<file path="src/rtl/lcd_sched_pkg.sv">
// -----------------------------------------------------------------------------
// lcd_sched_pkg
// Shared definitions for the LCD record scheduler:
//   - FSM state encoding (plain localparams so older tools and netlists that
//     expect a fixed 3-bit encoding keep working)
//   - default record width (flat BCD timestamp, 4 units x 2 digits x 4 bits)
//   - width of the lcd_busy acknowledge timeout counter
// -----------------------------------------------------------------------------
package lcd_sched_pkg;

  localparam int DEFAULT_REC_W = 32;

  // Wide enough for any ACK_TIMEOUT up to 256 cycles.
  localparam int ACK_CNT_W = 8;

  localparam logic [2:0] ST_IDLE      = 3'd0;
  localparam logic [2:0] ST_ISSUE_INS = 3'd1;
  localparam logic [2:0] ST_ISSUE_CLR = 3'd2;
  localparam logic [2:0] ST_WAIT_ACK  = 3'd3;
  localparam logic [2:0] ST_WAIT_DONE = 3'd4;

endpackage

</file>
<file path="src/rtl/record_fifo.sv">
// -----------------------------------------------------------------------------
// record_fifo
// Small synchronous FIFO holding lap records waiting for the LCD.
//   clock, reset : system clock, synchronous active-high reset
//   wr_en/wr_data: push a record (accepted when not full, or when a read
//                  happens in the same cycle)
//   rd_en        : pop the head; rd_data always shows the current head
//   flush        : drop every queued entry (wins over read and write)
//   count        : number of queued entries, full/empty flags
// DEPTH must be a power of two so the pointers wrap naturally.
// -----------------------------------------------------------------------------
module record_fifo #(
  parameter int REC_W = 32,
  parameter int DEPTH = 4
) (
  input  logic                     clock,
  input  logic                     reset,
  input  logic                     wr_en,
  input  logic [REC_W-1:0]         wr_data,
  input  logic                     rd_en,
  input  logic                     flush,
  output logic [REC_W-1:0]         rd_data,
  output logic [$clog2(DEPTH):0]   count,
  output logic                     full,
  output logic                     empty
);

  localparam int PTR_W = $clog2(DEPTH);
  localparam int CNT_W = PTR_W + 1;

  logic [REC_W-1:0] mem [DEPTH];
  logic [PTR_W-1:0] wr_ptr;
  logic [PTR_W-1:0] rd_ptr;
  logic             do_wr;
  logic             do_rd;

  assign full  = (count == CNT_W'(DEPTH));
  assign empty = (count == '0);

  // A read frees a slot at the same edge, so a write on full is still safe.
  assign do_rd = rd_en && !empty && !flush;
  assign do_wr = wr_en && (!full || do_rd) && !flush;

  assign rd_data = mem[rd_ptr];

  // NOTE: sequential state uses non-blocking assignments so every flop
  // samples the pre-edge values regardless of statement order.
  always_ff @(posedge clock) begin
    if (reset || flush) begin
      wr_ptr <= '0;
      rd_ptr <= '0;
      count  <= '0;
    end else begin
      if (do_wr) wr_ptr <= wr_ptr + PTR_W'(1);
      if (do_rd) rd_ptr <= rd_ptr + PTR_W'(1);
      case ({do_wr, do_rd})
        2'b10:   count <= count + CNT_W'(1);
        2'b01:   count <= count - CNT_W'(1);
        default: count <= count;
      endcase
    end
  end

  // NOTE: the storage array has no reset; the pointers and count decide
  // which entries are valid, so resetting the data would only cost logic.
  always_ff @(posedge clock) begin
    if (do_wr) mem[wr_ptr] <= wr_data;
  end

endmodule

</file>
<file path="src/rtl/lcd_record_scheduler.sv">
// -----------------------------------------------------------------------------
// lcd_record_scheduler
// Sits between key_logic_fsm and lcd_bridge. Lap records are queued in a
// small FIFO and handed to lcd_bridge one at a time using its busy flag;
// clear requests flush the queue and are issued ahead of any queued insert.
//   clock, reset : system clock, synchronous active-high reset
//   insert_req   : one-cycle pulse, enqueue record_in
//   clear_req    : one-cycle pulse, flush queue and clear the LCD
//   record_in    : record captured on insert_req
//   lcd_busy     : busy flag from lcd_bridge
//   lcd_insert   : one-cycle registered insert pulse to lcd_bridge
//   lcd_clear    : one-cycle registered clear pulse to lcd_bridge
//   lcd_record   : record for lcd_bridge, loaded only on dequeue
//   pending      : queued entries, excluding the one in flight
//   full         : pending == DEPTH
//   busy         : anything in flight, queued, or a clear waiting
//   overflow     : sticky, an insert was dropped (cleared by clear_req)
//   ack_err      : sticky, lcd_busy never rose after an issue pulse
// -----------------------------------------------------------------------------
module lcd_record_scheduler
  import lcd_sched_pkg::*;
#(
  parameter int DEPTH       = 4,
  parameter int REC_W       = DEFAULT_REC_W,
  parameter int ACK_TIMEOUT = 15
) (
  input  logic                     clock,
  input  logic                     reset,
  input  logic                     insert_req,
  input  logic                     clear_req,
  input  logic [REC_W-1:0]         record_in,
  input  logic                     lcd_busy,
  output logic                     lcd_insert,
  output logic                     lcd_clear,
  output logic [REC_W-1:0]         lcd_record,
  output logic [$clog2(DEPTH):0]   pending,
  output logic                     full,
  output logic                     busy,
  output logic                     overflow,
  output logic                     ack_err
);

  logic [2:0]           state;
  logic                 clear_pend;
  logic [ACK_CNT_W-1:0] ack_cnt;

  logic [REC_W-1:0]     head;
  logic                 fifo_empty;
  logic                 clr_take;
  logic                 wr_req;
  logic                 deq;
  logic                 timeout;

  // NOTE: every always_comb output gets a default first so no path can
  // leave it unassigned and infer a latch.
  always_comb begin
    clr_take = 1'b0;
    wr_req   = 1'b0;
    deq      = 1'b0;
    timeout  = 1'b0;

    // A clear already waiting absorbs a repeat; the exception is the cycle
    // the pending clear is being issued, where a new one must be kept.
    clr_take = clear_req && (!clear_pend || (state == ST_ISSUE_CLR));

    // An insert coinciding with a clear would be flushed anyway: drop it
    // without flagging overflow.
    wr_req = insert_req && !clear_req;

    deq = (state == ST_IDLE) && !clear_pend && !clr_take &&
          !lcd_busy && !fifo_empty;

    // ack_cnt counts cycles already spent in WAIT_ACK, so the last one
    // expires when it reads ACK_TIMEOUT-1.
    timeout = (state == ST_WAIT_ACK) && !lcd_busy &&
              (ack_cnt == ACK_CNT_W'(ACK_TIMEOUT - 1));
  end

  record_fifo #(
    .REC_W (REC_W),
    .DEPTH (DEPTH)
  ) u_fifo (
    .clock   (clock),
    .reset   (reset),
    .wr_en   (wr_req),
    .wr_data (record_in),
    .rd_en   (deq),
    .flush   (clr_take),
    .rd_data (head),
    .count   (pending),
    .full    (full),
    .empty   (fifo_empty)
  );

  always_ff @(posedge clock) begin
    if (reset) begin
      state      <= ST_IDLE;
      clear_pend <= 1'b0;
      ack_cnt    <= '0;
      lcd_insert <= 1'b0;
      lcd_clear  <= 1'b0;
      lcd_record <= '0;
      overflow   <= 1'b0;
      ack_err    <= 1'b0;
    end else begin
      // Issue pulses are registered and default low, so each lasts exactly
      // the one cycle spent in its ISSUE state.
      lcd_insert <= 1'b0;
      lcd_clear  <= 1'b0;

      case (state)
        ST_IDLE: begin
          if (clear_pend && !lcd_busy) begin
            state     <= ST_ISSUE_CLR;
            lcd_clear <= 1'b1;
          end else if (deq) begin
            state      <= ST_ISSUE_INS;
            lcd_insert <= 1'b1;
            lcd_record <= head;
          end
        end
        ST_ISSUE_INS,
        ST_ISSUE_CLR: begin
          state   <= ST_WAIT_ACK;
          ack_cnt <= '0;
        end
        ST_WAIT_ACK: begin
          if (lcd_busy)     state   <= ST_WAIT_DONE;
          else if (timeout) state   <= ST_IDLE;
          else              ack_cnt <= ack_cnt + ACK_CNT_W'(1);
        end
        ST_WAIT_DONE: begin
          if (!lcd_busy) state <= ST_IDLE;
        end
        default: state <= ST_IDLE;
      endcase

      if (clr_take)                   clear_pend <= 1'b1;
      else if (state == ST_ISSUE_CLR) clear_pend <= 1'b0;

      // Clear wipes the sticky flags; a new fault in the same cycle wins.
      if (clr_take) begin
        overflow <= 1'b0;
        ack_err  <= 1'b0;
      end
      if (wr_req && full && !deq) overflow <= 1'b1;
      if (timeout)                ack_err  <= 1'b1;
    end
  end

  assign busy = (state != ST_IDLE) || (pending != '0) || clear_pend;

endmodule

</file>
<file path="config.mk">
export PLATFORM = sky130hd
export DESIGN_NAME = lcd_record_scheduler
export DESIGN_NICKNAME = d
export VERILOG_FILES = /design/src/rtl/lcd_sched_pkg.sv /design/src/rtl/record_fifo.sv /design/src/rtl/lcd_record_scheduler.sv
export SDC_FILE = /design/constraint.sdc
export NUM_CORES = 1
export LEC_CHECK = 0
export ABC_AREA = 1
export BUFFER_PORTS_ARGS = -buffer_cell sky130_fd_sc_hd__buf_2
export CAP_MARGIN = 20
export CORE_MARGIN = 2
export CORE_UTILIZATION = 40
export CTS_CLUSTER_SIZE = 14
export DETAILED_ROUTE_END_ITERATION = 6
export PLACE_DENSITY_LB_ADDON = 0.15
export SYNTH_ARGS = -nofsm -noshare
export SYNTH_HDL_FRONTEND = slang
export SYNTH_SLANG_ARGS = --single-unit
</file>
<file path="constraint.sdc">
create_clock -name clock -period 4 [get_ports clock]
set_input_delay 0.4 -clock clock [delete_from_list [all_inputs] [get_ports clock]]
set_output_delay 0.4 -clock clock [all_outputs]
set_load 0.05 [all_outputs]
</file>
==> qor.yml, run 1 <==
status:
  outcome: "finished, final reports clean"
timing:
  tightest_slew_ns: 1.053
  grt_setup_unrepaired: "no"
  period_needed_ns: 2.532
  final_hold_viol_count: 0
  finalClockSkew_ns: 0.01060
  fin_setup_tns_ns: 0
  slew_headroom: 0.2965
  setup_violations: 0
  fmax_ghz: 0.3950
  report.final.slew_viol_count: 0
  finalCritPeriodShare: 0.6329
setup_path:
  crit_type: "flop to flop"
  cp_num_cells: 12
  r2r_slack_ns: 1.47
  cp-endpoint: "u_fifo.count[2]"
  critPathMaxStageDelay_ns: 0.41
  cp.arrival_ns: 2.85
  path_cells: "nor2_4 > nand2_1 > nor2_2 > nand3_2 > clkinv_2 > ha_1 > inv_1 > fa_1 > a21oi_1 > o21ai_0 > xor2_1 > nor2_1"
  cp_max_fo: 34
  cp_top_family: "adder cells"
  regToRegEndpoint: "u_fifo.count[2]"
  timing.critical_path.buf_inv: 2
  worstSetupStartpointType: "flop"
  cp-end-kind: "flop"
  r2r_start: "state[0]"
  required_ns: 4.31
  crit_start: "state[0]"
  critPathSlowestCell: "clkinv_2"
  ff2ff_path_depth: 12
clock_tree:
  cts_max_path_buffers: 2
  post_cts_resized: 0
  worstSkewPairLatency_ns: 0.43
  clock_sinks: 183
  cts-root-buf: "clkbuf_16"
  cts_tree: "yes"
  path_clk_slew_ns: 0.07
  hold_buffers: 0
  cts_made_buffers: 17
  h-tree-depth: 4
  cts_setup_buffers: 0
finish:
  regArea_um2: 4946
  multi_input_area_um2: 1961
  num_antenna_cells: 0
  drive_above_1_share: 0.1937
  area_growth_pct: 17.25
  n_fill_cell: 1626
  final_nets: 765
global_routing:
  grt_max_degree: 68
  antenna_found_initial: 0
  overflow: 0
  grtUsageTotal: 0.1679
  grt_pass1_vias: 4821
  grt_pass1_wl_um: 25260
worst_hold_path:
  hold_class: "primary input to flop"
drt:
  viasPerCell: 5.101
  first_iter_violations: 331
  drtAntennaViolNets: 0
  wl_um: 15600
  drcViolationCount: 0
  vias: 4907
  drt-pass1-iter-count: 4
  wl_per_cell_um: 16.22
die:
  design.core.area_um2: 17840
  die_w_um: 138.2
  die_h_um: 138.2
  rows: 49
  dieArea_um2: 19100
  start_util: 0.4038
  io_pins: 78
power:
  power_uw: 4019
  p_leak_uw: 0.003128
  irDropWorstVdd_v: 0.0002754
  powerDensity_nw_per_um2: 475.8
synth:
  synth.most_common_cell: "edfxtp_1"
  synth_ff_type: "edfxtp_1"
  synth.distinct_cells: 31
  synth_top_area_share: 0.5335
  synth_cells: 648
  syn_area_um2: 7204
  async_flop_share: 0
  ys_ff_latch: 183
  yosysTopAreaCell: "edfxtp_1"
  synth_seq_area_share: 0.6863
  synth.net_count: 693
  synth_warnings: 0
  synthTopCellsByArea: "edfxtp_1 (53%), dfxtp_1 (15%), nand2_1 (5.2%)"
  synth_common_cells: "edfxtp_1 (128), nand2_1 (100), nor2_1 (98), o21ai_0 (68), dfxtp_1 (55)"
  synth.avg_cell_area_um2: 11.12
  synth_edf_count: 128
place:
  gp_congestion: 0.7812
  numPortBuffers: 77
  dp_hpwl_um: 8929
run:
  maxCapViolations: 0
## sequential cells by signal, indices dropped and copies added (netlist names), 2 cells and up
signal	flops
ack_cnt	8
lcd_record	32
state	3
u_fifo.count	3
u_fifo.mem	128
u_fifo.rd_ptr	2
u_fifo.wr_ptr	2
## layout make-up
cell class	count	share of cell area
clock buffer	23	0.06044
clock inverter	9	0.01229
inverter	36	0.01615
multi-input combinational	397	0.2321
sequential	183	0.5855
tap	229	0.03392
timing repair buffer	85	0.05955
## power breakdown
part / leakage, µW / internal (µW) / switching (µW)
Sequential: 0.00161 / 2060 / 18.9
Clock: 0.000304 / 984 / 720
Combinational: 0.00122 / 67.7 / 168
## metal layers
layer | vias to the layer above | wire, µm | part of all wire | global-route usage
met5 | - | 0 | 0 | 0
met4 | 0 | 127 | 0.0081 | 0.04834
met3 | 11 | 627 | 0.040 | 0.04330
met2 | 96 | 7695 | 0.49 | 0.2869
met1 | 2410 | 7152 | 0.46 | 0.2120
li1 | 2390 | - | - | -
## worst reg2reg max path, stage by stage, from the launching register on
cell and delay [ns]:
dfxtp_1 0.35, nor2_4 0.18, nand2_1 0.09, nor2_2 0.12, nand3_2 0.10, clkinv_2 0.41, ha_1 0.24, inv_1 0.07
fa_1 0.39, a21oi_1 0.15, o21ai_0 0.11, xor2_1 0.16, nor2_1 0.05
## stage by stage
step,std cells,hold slack [ns],instance area [µm²],setup slack (ns),util
2_1_floorplan,648,0.4727,7204,0.5564,-
3_3_place_gp,926,0.4504,7745,1.456,0.4341
3_5_place_dp,928,0.4524,7792,1.423,0.4368
4_1_cts,960,0.1652,8407,1.410,0.4712
5_1_grt,962,0.1582,8447,1.207,0.4735
6_report,962,0.1825,8447,1.468,0.4735
## cell families after synthesis
family	synth area share
AND/OR/NAND/NOR	0.1362
adder cells (fa/ha/maj)	0.01494
flip-flops	0.6864
buffers and inverters	0.04567
XOR/XNOR	0.003648
AO/OA/AOI/OAI	0.1132
## worst min-delay path by stage
stage / startpoint / endpoint / slack (ns) / cells after the start
detailed placement: lcd_record[13] / lcd_record[13] / 0.45 / 2
global route: record_in[11] / u_fifo.mem[1][11] / 0.16 / 1
finish: record_in[11] / u_fifo.mem[1][11] / 0.18 / 1
floorplan: ack_cnt[1] / ack_cnt[1] / 0.47 / 2
global placement: lcd_record[13] / lcd_record[13] / 0.45 / 2
CTS: record_in[11] / u_fifo.mem[1][11] / 0.17 / 1
## cells in the final DEF, fill, tap and decap left out, drive strengths merged, types with 7 or more instances in the layout
master / Yosys / final
edfxtp: 128 / 128
nand2: 106 / 106
nor2: 101 / 101
buf: 14 / 85
o21ai: 70 / 70
dfxtp: 55 / 55
a21oi: 50 / 50
inv: 35 / 39
o22ai: 32 / 32
clkbuf: 18 / 23
nand3: 19 / 19
ha: 7 / 7
Power figures use the tool's default switching activity.
==> run 2: changes to the inputs <==
==> constraint.sdc (replaced) <==
create_clock -name clock -period 2.34 [get_ports clock]
set_input_delay 0.234 -clock clock [delete_from_list [all_inputs] [get_ports clock]]
set_output_delay 0.234 -clock clock [all_outputs]
set_load 0.05 [all_outputs]
==> qor.yml, run 2 (synthesis results as in run 1) <==
clock_tree:
  clock_sinks: 183  # unchanged
  cts_max_path_buffers: 2  # unchanged
  hold_buffers: 0  # unchanged
  h-tree-depth: 4  # unchanged
  path_clk_slew_ns: 0.07  # about the same
  cts-root-buf: "clkbuf_16"  # unchanged
  cts_setup_buffers: 0  # unchanged
  worstSkewPairLatency_ns: 0.42  # was 0.43 ns
  cts_tree: "yes"  # unchanged
  cts_made_buffers: 17  # unchanged
worst_hold_path:
  hold_class: "primary input to flop"  # unchanged
timing:
  report.final.slew_viol_count: 0  # unchanged
  fmax_ghz: 0.4649  # was 0.3950 GHz
  fin_setup_tns_ns: 0  # unchanged
  setup_violations: 0  # unchanged
  period_needed_ns: 2.151  # was 2.532 ns
  finalCritPeriodShare: 0.9192  # was 0.6329
  final_hold_viol_count: 0  # unchanged
  finalClockSkew_ns: 0.009248  # was 0.01060 ns
  tightest_slew_ns: 0.5501  # was 1.053 ns
  grt_setup_unrepaired: "no"  # unchanged
  slew_headroom: 0.6329  # was 0.2965
global_routing:
  grtUsageTotal: 0.1658  # was 0.1679
  grt_use_met1: 0.2126  # was 0.2120
  grt_pass1_wl_um: 24860  # was 25,260 µm
  antenna_found_initial: 1  # was 0
  overflow: 0  # unchanged
  grt_pass1_vias: 4793  # was 4,821
  met2_usage: 0.2772  # was 0.2869
  gr-usage-met3: 0.04503  # was 0.04330
  top_usage_layer: "met2"  # unchanged
  grt_max_degree: 46  # was 68
die:
  die_w_um: 138.2  # unchanged
  start_util: 0.4038  # unchanged
  design.core.area_um2: 17840  # unchanged
  rows: 49  # unchanged
  die_h_um: 138.2  # unchanged
  dieArea_um2: 19100  # unchanged
  io_pins: 78  # unchanged
drt:
  drt-pass1-iter-count: 6  # was 4
  drtAntennaViolNets: 0  # unchanged
  wl_per_cell_um: 15.87  # was 16.22 µm
  viasPerCell: 5.005  # was 5.101
  drcViolationCount: 0  # unchanged
  wl_um: 15360  # was 15,600 µm
  first_iter_violations: 357  # was 331
  vias: 4845  # was 4,907
power:
  power_frac_comb: 0.061  # was 0.059
  p_leak_uw: 0.003132  # was 0.003128 µW
  powerDensity_nw_per_um2: 788.4  # was 475.8 nW/µm²
  seqPwrFrac: 0.531  # was 0.517
  clock_power_share: 0.408  # was 0.424
  irDropWorstVdd_v: 0.0005490  # was 0.0002754 V
  internal-power_uw: 5080  # was 3112 µW
  p_sw_uw: 1617  # was 906.8 µW
  p_sw_frac: 0.2414  # was 0.2256
finish:
  regMostFlops: "u_fifo.mem"  # unchanged
  regArea_um2: 4955  # was 4946 µm²
  final_core_util: 0.4761  # was 0.4735
  mostFrequentLayoutCells: "edfxtp_1 (128), nand2_1 (98), nor2_1 (94), buf_2 (77), o21ai_0 (67)"  # was edfxtp_1 (128), nand2_1 (100), nor2_1 (94), buf_2 (77), o21ai_0 (68)
  area_growth_pct: 17.91  # was 17.25%
  final_nets: 770  # was 765
  n_fill_cell: 1605  # was 1,626
  fin_cells: 968  # was 962
  layout_commonest_cell: "edfxtp_1"  # unchanged
  drive_above_1_share: 0.2141  # was 0.1937
  largest_registers: "u_fifo.mem: 128 flops, lcd_record: 32 flops, ack_cnt: 8 flops"  # unchanged
  multi_input_area_um2: 1993  # was 1961 µm²
  largest_register_ff_count: 128  # unchanged
setup_path:
  cp-end-kind: "flop"  # unchanged
  crit_type: "flop to flop"  # unchanged
  cp_max_fo: 7  # was 34
  required_ns: 2.69  # was 4.31 ns
  worstSetupStartpointType: "flop"  # unchanged
  cp.arrival_ns: 2.50  # was 2.85 ns
status:
  outcome: "finished, final reports clean"  # unchanged
place:
  dp_hpwl_um: 8912  # was 8929 µm
  numPortBuffers: 77  # unchanged
  dp.cells: 935  # was 928
  gp_congestion: 0.7975  # was 0.7812
run:
  maxCapViolations: 0  # unchanged
-- run 2: final cells by class --
class                           instances  share of cell area
Clock buffer                           18             0.05170
Tap cell                              229             0.03373
Clock inverter                         14             0.01606
Inverter                               36             0.01606
Timing Repair Buffer                   90             0.06422
Multi-Input combinational cell        397              0.2346
Sequential cell                       183              0.5833
Antenna cell                            1           0.0002946
-- run 2: worst max-delay path: stages, from the launching register on --
cell,delay [ns]
dfxtp_1,0.36
nor2_4,0.18
nand2_1,0.09
nor2_2,0.12
nand2_1,0.08
nand2_2,0.15
nand2_8,0.10
ha_1,0.20
inv_1,0.10
fa_2,0.44
nor2_1,0.09
a21oi_1,0.05
nor2_1,0.11
-- run 2: stage by stage --
stage	worst slack [ns]	area, µm²	total power (µW)	hold WS (ns)
floorplan	0.003146	7244	3897	0.3329
global placement	0.2539	7905	4026	0.4370
detailed placement	0.1626	7905	4036	0.4536
CTS	0.1460	8481	6773	0.0003048
global route	0.007363	8492	6954	0.00005265
finish	0.1891	8494	6697	0.02746
-- run 2: timing repair --
action                                  in CTS  in global routing
endpoints found under the setup margin       0                  1
resized for setup                            0                  3
hold endpoints to repair                     0                  0
-- run 2: final timing paths --
path	start	to	slack (ns)	cells after the start
worst max register to register	state[0]	u_fifo.count[1]	0.19	12
worst max-delay path	state[0]	u_fifo.count[1]	0.19	12
worst min register to register	lcd_record[31]	lcd_record[31]	0.46	2
worst min-delay path	record_in[11]	u_fifo.mem[3][11]	0.03	1
-- run 2: per-layer routing --
layer / part of all wire / vias to the layer above
li1: - / 2397
met1: 0.46 / 2327
met2: 0.48 / 108
met3: 0.047 / 13
met4: 0.011 / 0
met5: 0 / -
-- run 2: power by group through the flow --
stage	clock (µW)	sequential [µW]	combinational, µW
after floorplan	0	3650	243
after global placement	0	3620	402
after detailed placement	0	3630	408
after CTS	2810	3550	408
after global routing	2940	3560	451
final	2730	3560	409
==> run 3: changes to the inputs <==
--- a/config.mk
+++ b/config.mk
@@ -13,6 +13,7 @@
 export CTS_CLUSTER_SIZE = 14
 export DETAILED_ROUTE_END_ITERATION = 6
 export PLACE_DENSITY_LB_ADDON = 0.15
+export REMOVE_ABC_BUFFERS = 1
 export SYNTH_ARGS = -nofsm -noshare
 export SYNTH_HDL_FRONTEND = slang
 export SYNTH_SLANG_ARGS = --single-unit
==> qor.yml, run 3 (synthesis results as in run 1) <==
die:
  die_w_um: 138.2  # unchanged
  dieArea_um2: 19100  # unchanged
  start_util: 0.4038  # unchanged
  design.core.area_um2: 17840  # unchanged
  io_pins: 78  # unchanged
  die_h_um: 138.2  # unchanged
  rows: 49  # unchanged
place:
  numPortBuffers: 77  # unchanged
  dp.cells: 941  # was 935
  gp_congestion: 0.8139  # was 0.7975
  dp_hpwl_um: 9794  # was 8912 µm
drt:
  wl_per_cell_um: 16.61  # was 15.87 µm
  drt-pass1-iter-count: 4  # was 6
  first_iter_violations: 336  # was 357
  vias: 4877  # was 4,845
  wl_um: 16160  # was 15,360 µm
  drcViolationCount: 0  # unchanged
  viasPerCell: 5.012  # was 5.005
  drtAntennaViolNets: 0  # unchanged
power:
  p_sw_uw: 1587  # was 1617 µW
  p_sw_frac: 0.2324  # was 0.2414
  internal-power_uw: 5240  # was 5080 µW
  seqPwrFrac: 0.521  # was 0.531
  powerDensity_nw_per_um2: 808.0  # was 788.4 nW/µm²
  irDropWorstVdd_v: 0.0004711  # was 0.0005490 V
  p_leak_uw: 0.003145  # was 0.003132 µW
  clock_power_share: 0.420  # was 0.408
  power_frac_comb: 0.060  # was 0.061
timing:
  final_hold_viol_count: 0  # unchanged
  period_needed_ns: 2.079  # was 2.151 ns
  tightest_slew_ns: 0.6483  # was 0.5501 ns
  slew_headroom: 0.5678  # was 0.6329
  fmax_ghz: 0.4811  # was 0.4649 GHz
  report.final.slew_viol_count: 0  # unchanged
  finalCritPeriodShare: 0.8883  # was 0.9192
  grt_setup_unrepaired: "no"  # unchanged
  setup_violations: 0  # unchanged
  finalClockSkew_ns: 0.01010  # was 0.009248 ns
status:
  outcome: "finished, final reports clean"  # unchanged
global_routing:
  antenna_found_initial: 2  # was 1
  grt_pass1_wl_um: 25720  # was 24,860 µm
  overflow: 0  # unchanged
  grt_pass1_vias: 4912  # was 4,793
  grtUsageTotal: 0.1720  # was 0.1658
  grt_max_degree: 66  # was 46
clock_tree:
  h-tree-depth: 4  # unchanged
  worstSkewPairLatency_ns: 0.42  # about the same
  cts-root-buf: "clkbuf_16"  # unchanged
  clock_sinks: 183  # unchanged
  path_clk_slew_ns: 0.07  # about the same
  cts_setup_buffers: 0  # unchanged
  cts_max_path_buffers: 2  # unchanged
  cts_made_buffers: 17  # unchanged
  cts_tree: "yes"  # unchanged
  post_cts_resized: 0  # unchanged
  hold_buffers: 0  # unchanged
setup_path:
  required_ns: 2.65  # was 2.69 ns
  cp.arrival_ns: 2.39  # was 2.50 ns
  crit_type: "flop to flop"  # unchanged
  cp-end-kind: "flop"  # unchanged
  worstSetupStartpointType: "flop"  # unchanged
  cp_max_fo: 5  # was 7
finish:
  largest_registers: "u_fifo.mem: 128 flops, lcd_record: 32 flops, ack_cnt: 8 flops"  # unchanged
  final_nets: 776  # was 770
  fin_cells: 973  # was 968
  drive_above_1_share: 0.2070  # was 0.2141
  layout_commonest_cell: "edfxtp_1"  # unchanged
  multi_input_area_um2: 1961  # was 1993 µm²
  regArea_um2: 4946  # was 4955 µm²
  mostFrequentLayoutCells: "edfxtp_1 (128), nand2_1 (100), nor2_1 (94), buf_2 (77), o21ai_0 (68)"  # was edfxtp_1 (128), nand2_1 (98), nor2_1 (94), buf_2 (77), o21ai_0 (67)
  n_fill_cell: 1625  # was 1,605
  final_core_util: 0.4736  # was 0.4761
  largest_register_ff_count: 128  # unchanged
  num_antenna_cells: 0  # was 1
  area_growth_pct: 17.28  # was 17.91%
  regMostFlops: "u_fifo.mem"  # unchanged
run:
  maxCapViolations: 0  # unchanged
worst_hold_path:
  hold_class: "primary input to flop"  # unchanged
[run 3: power groups by stage]
stage / Clock (µW) / Sequential (µW) / Combinational [µW]
5_1_grt: 3060 / 3560 / 453
6_report: 2870 / 3550 / 407
2_1_floorplan: 0 / 3660 / 220
3_3_place_gp: 0 / 3620 / 403
3_5_place_dp: 0 / 3630 / 411
4_1_cts: 2920 / 3550 / 413
[run 3: layout make-up]
class,count,area share
Sequential cell,183,0.5854
Multi-Input combinational cell,397,0.2320
Tap cell,229,0.03391
Clock inverter,15,0.01970
Inverter,36,0.01614
Timing Repair Buffer,96,0.06249
Clock buffer,17,0.05035
[run 3: final timing paths]
check,from,endpoint,slack [ns],cells after the start
hold reg to reg,lcd_record[0],lcd_record[0],0.46,2
hold / removal,record_in[20],u_fifo.mem[0][20],0.02,1
setup / recovery,state[2],u_fifo.count[2],0.26,14
setup reg to reg,state[2],u_fifo.count[2],0.26,14
[run 3: through the flow]
stage	setup slack (ns)	power (µW)	hold slack, ns	TNS [ns]	instance area, µm²
3_3_place_gp	0.2791	4025	0.4467	0	7858
3_5_place_dp	0.2635	4037	0.4505	0	7858
2_1_floorplan	-1.105	3877	0.2964	-118.97	7012
6_report	0.2613	6827	0.02207	0	8449
4_1_cts	0.2511	6891	0.008983	0	8449
5_1_grt	0.08243	7069	0.006279	0	8449
[run 3: per-layer routing]
| layer | up-vias | track usage | share of wire |
|---|---|---|---|
| met4 | 4 | 0.05693 | 0.012 |
| met5 | - | 0 | 0.0018 |
| met1 | 2364 | 0.2167 | 0.45 |
| met2 | 82 | 0.2981 | 0.50 |
| li1 | 2412 | - | - |
| met3 | 15 | 0.03464 | 0.029 |
[run 3: critical path, stage by stage, from the launching register on]
cell,delay (ns)
dfxtp_1,0.37
inv_2,0.10
nand3_2,0.08
nand2_2,0.07
nand2_2,0.07
nand2_1,0.06
nand2_1,0.09
nand2_1,0.11
ha_1,0.14
inv_1,0.06
fa_1,0.37
a21oi_1,0.14
o21ai_0,0.10
xor2_1,0.15
nor2_1,0.05
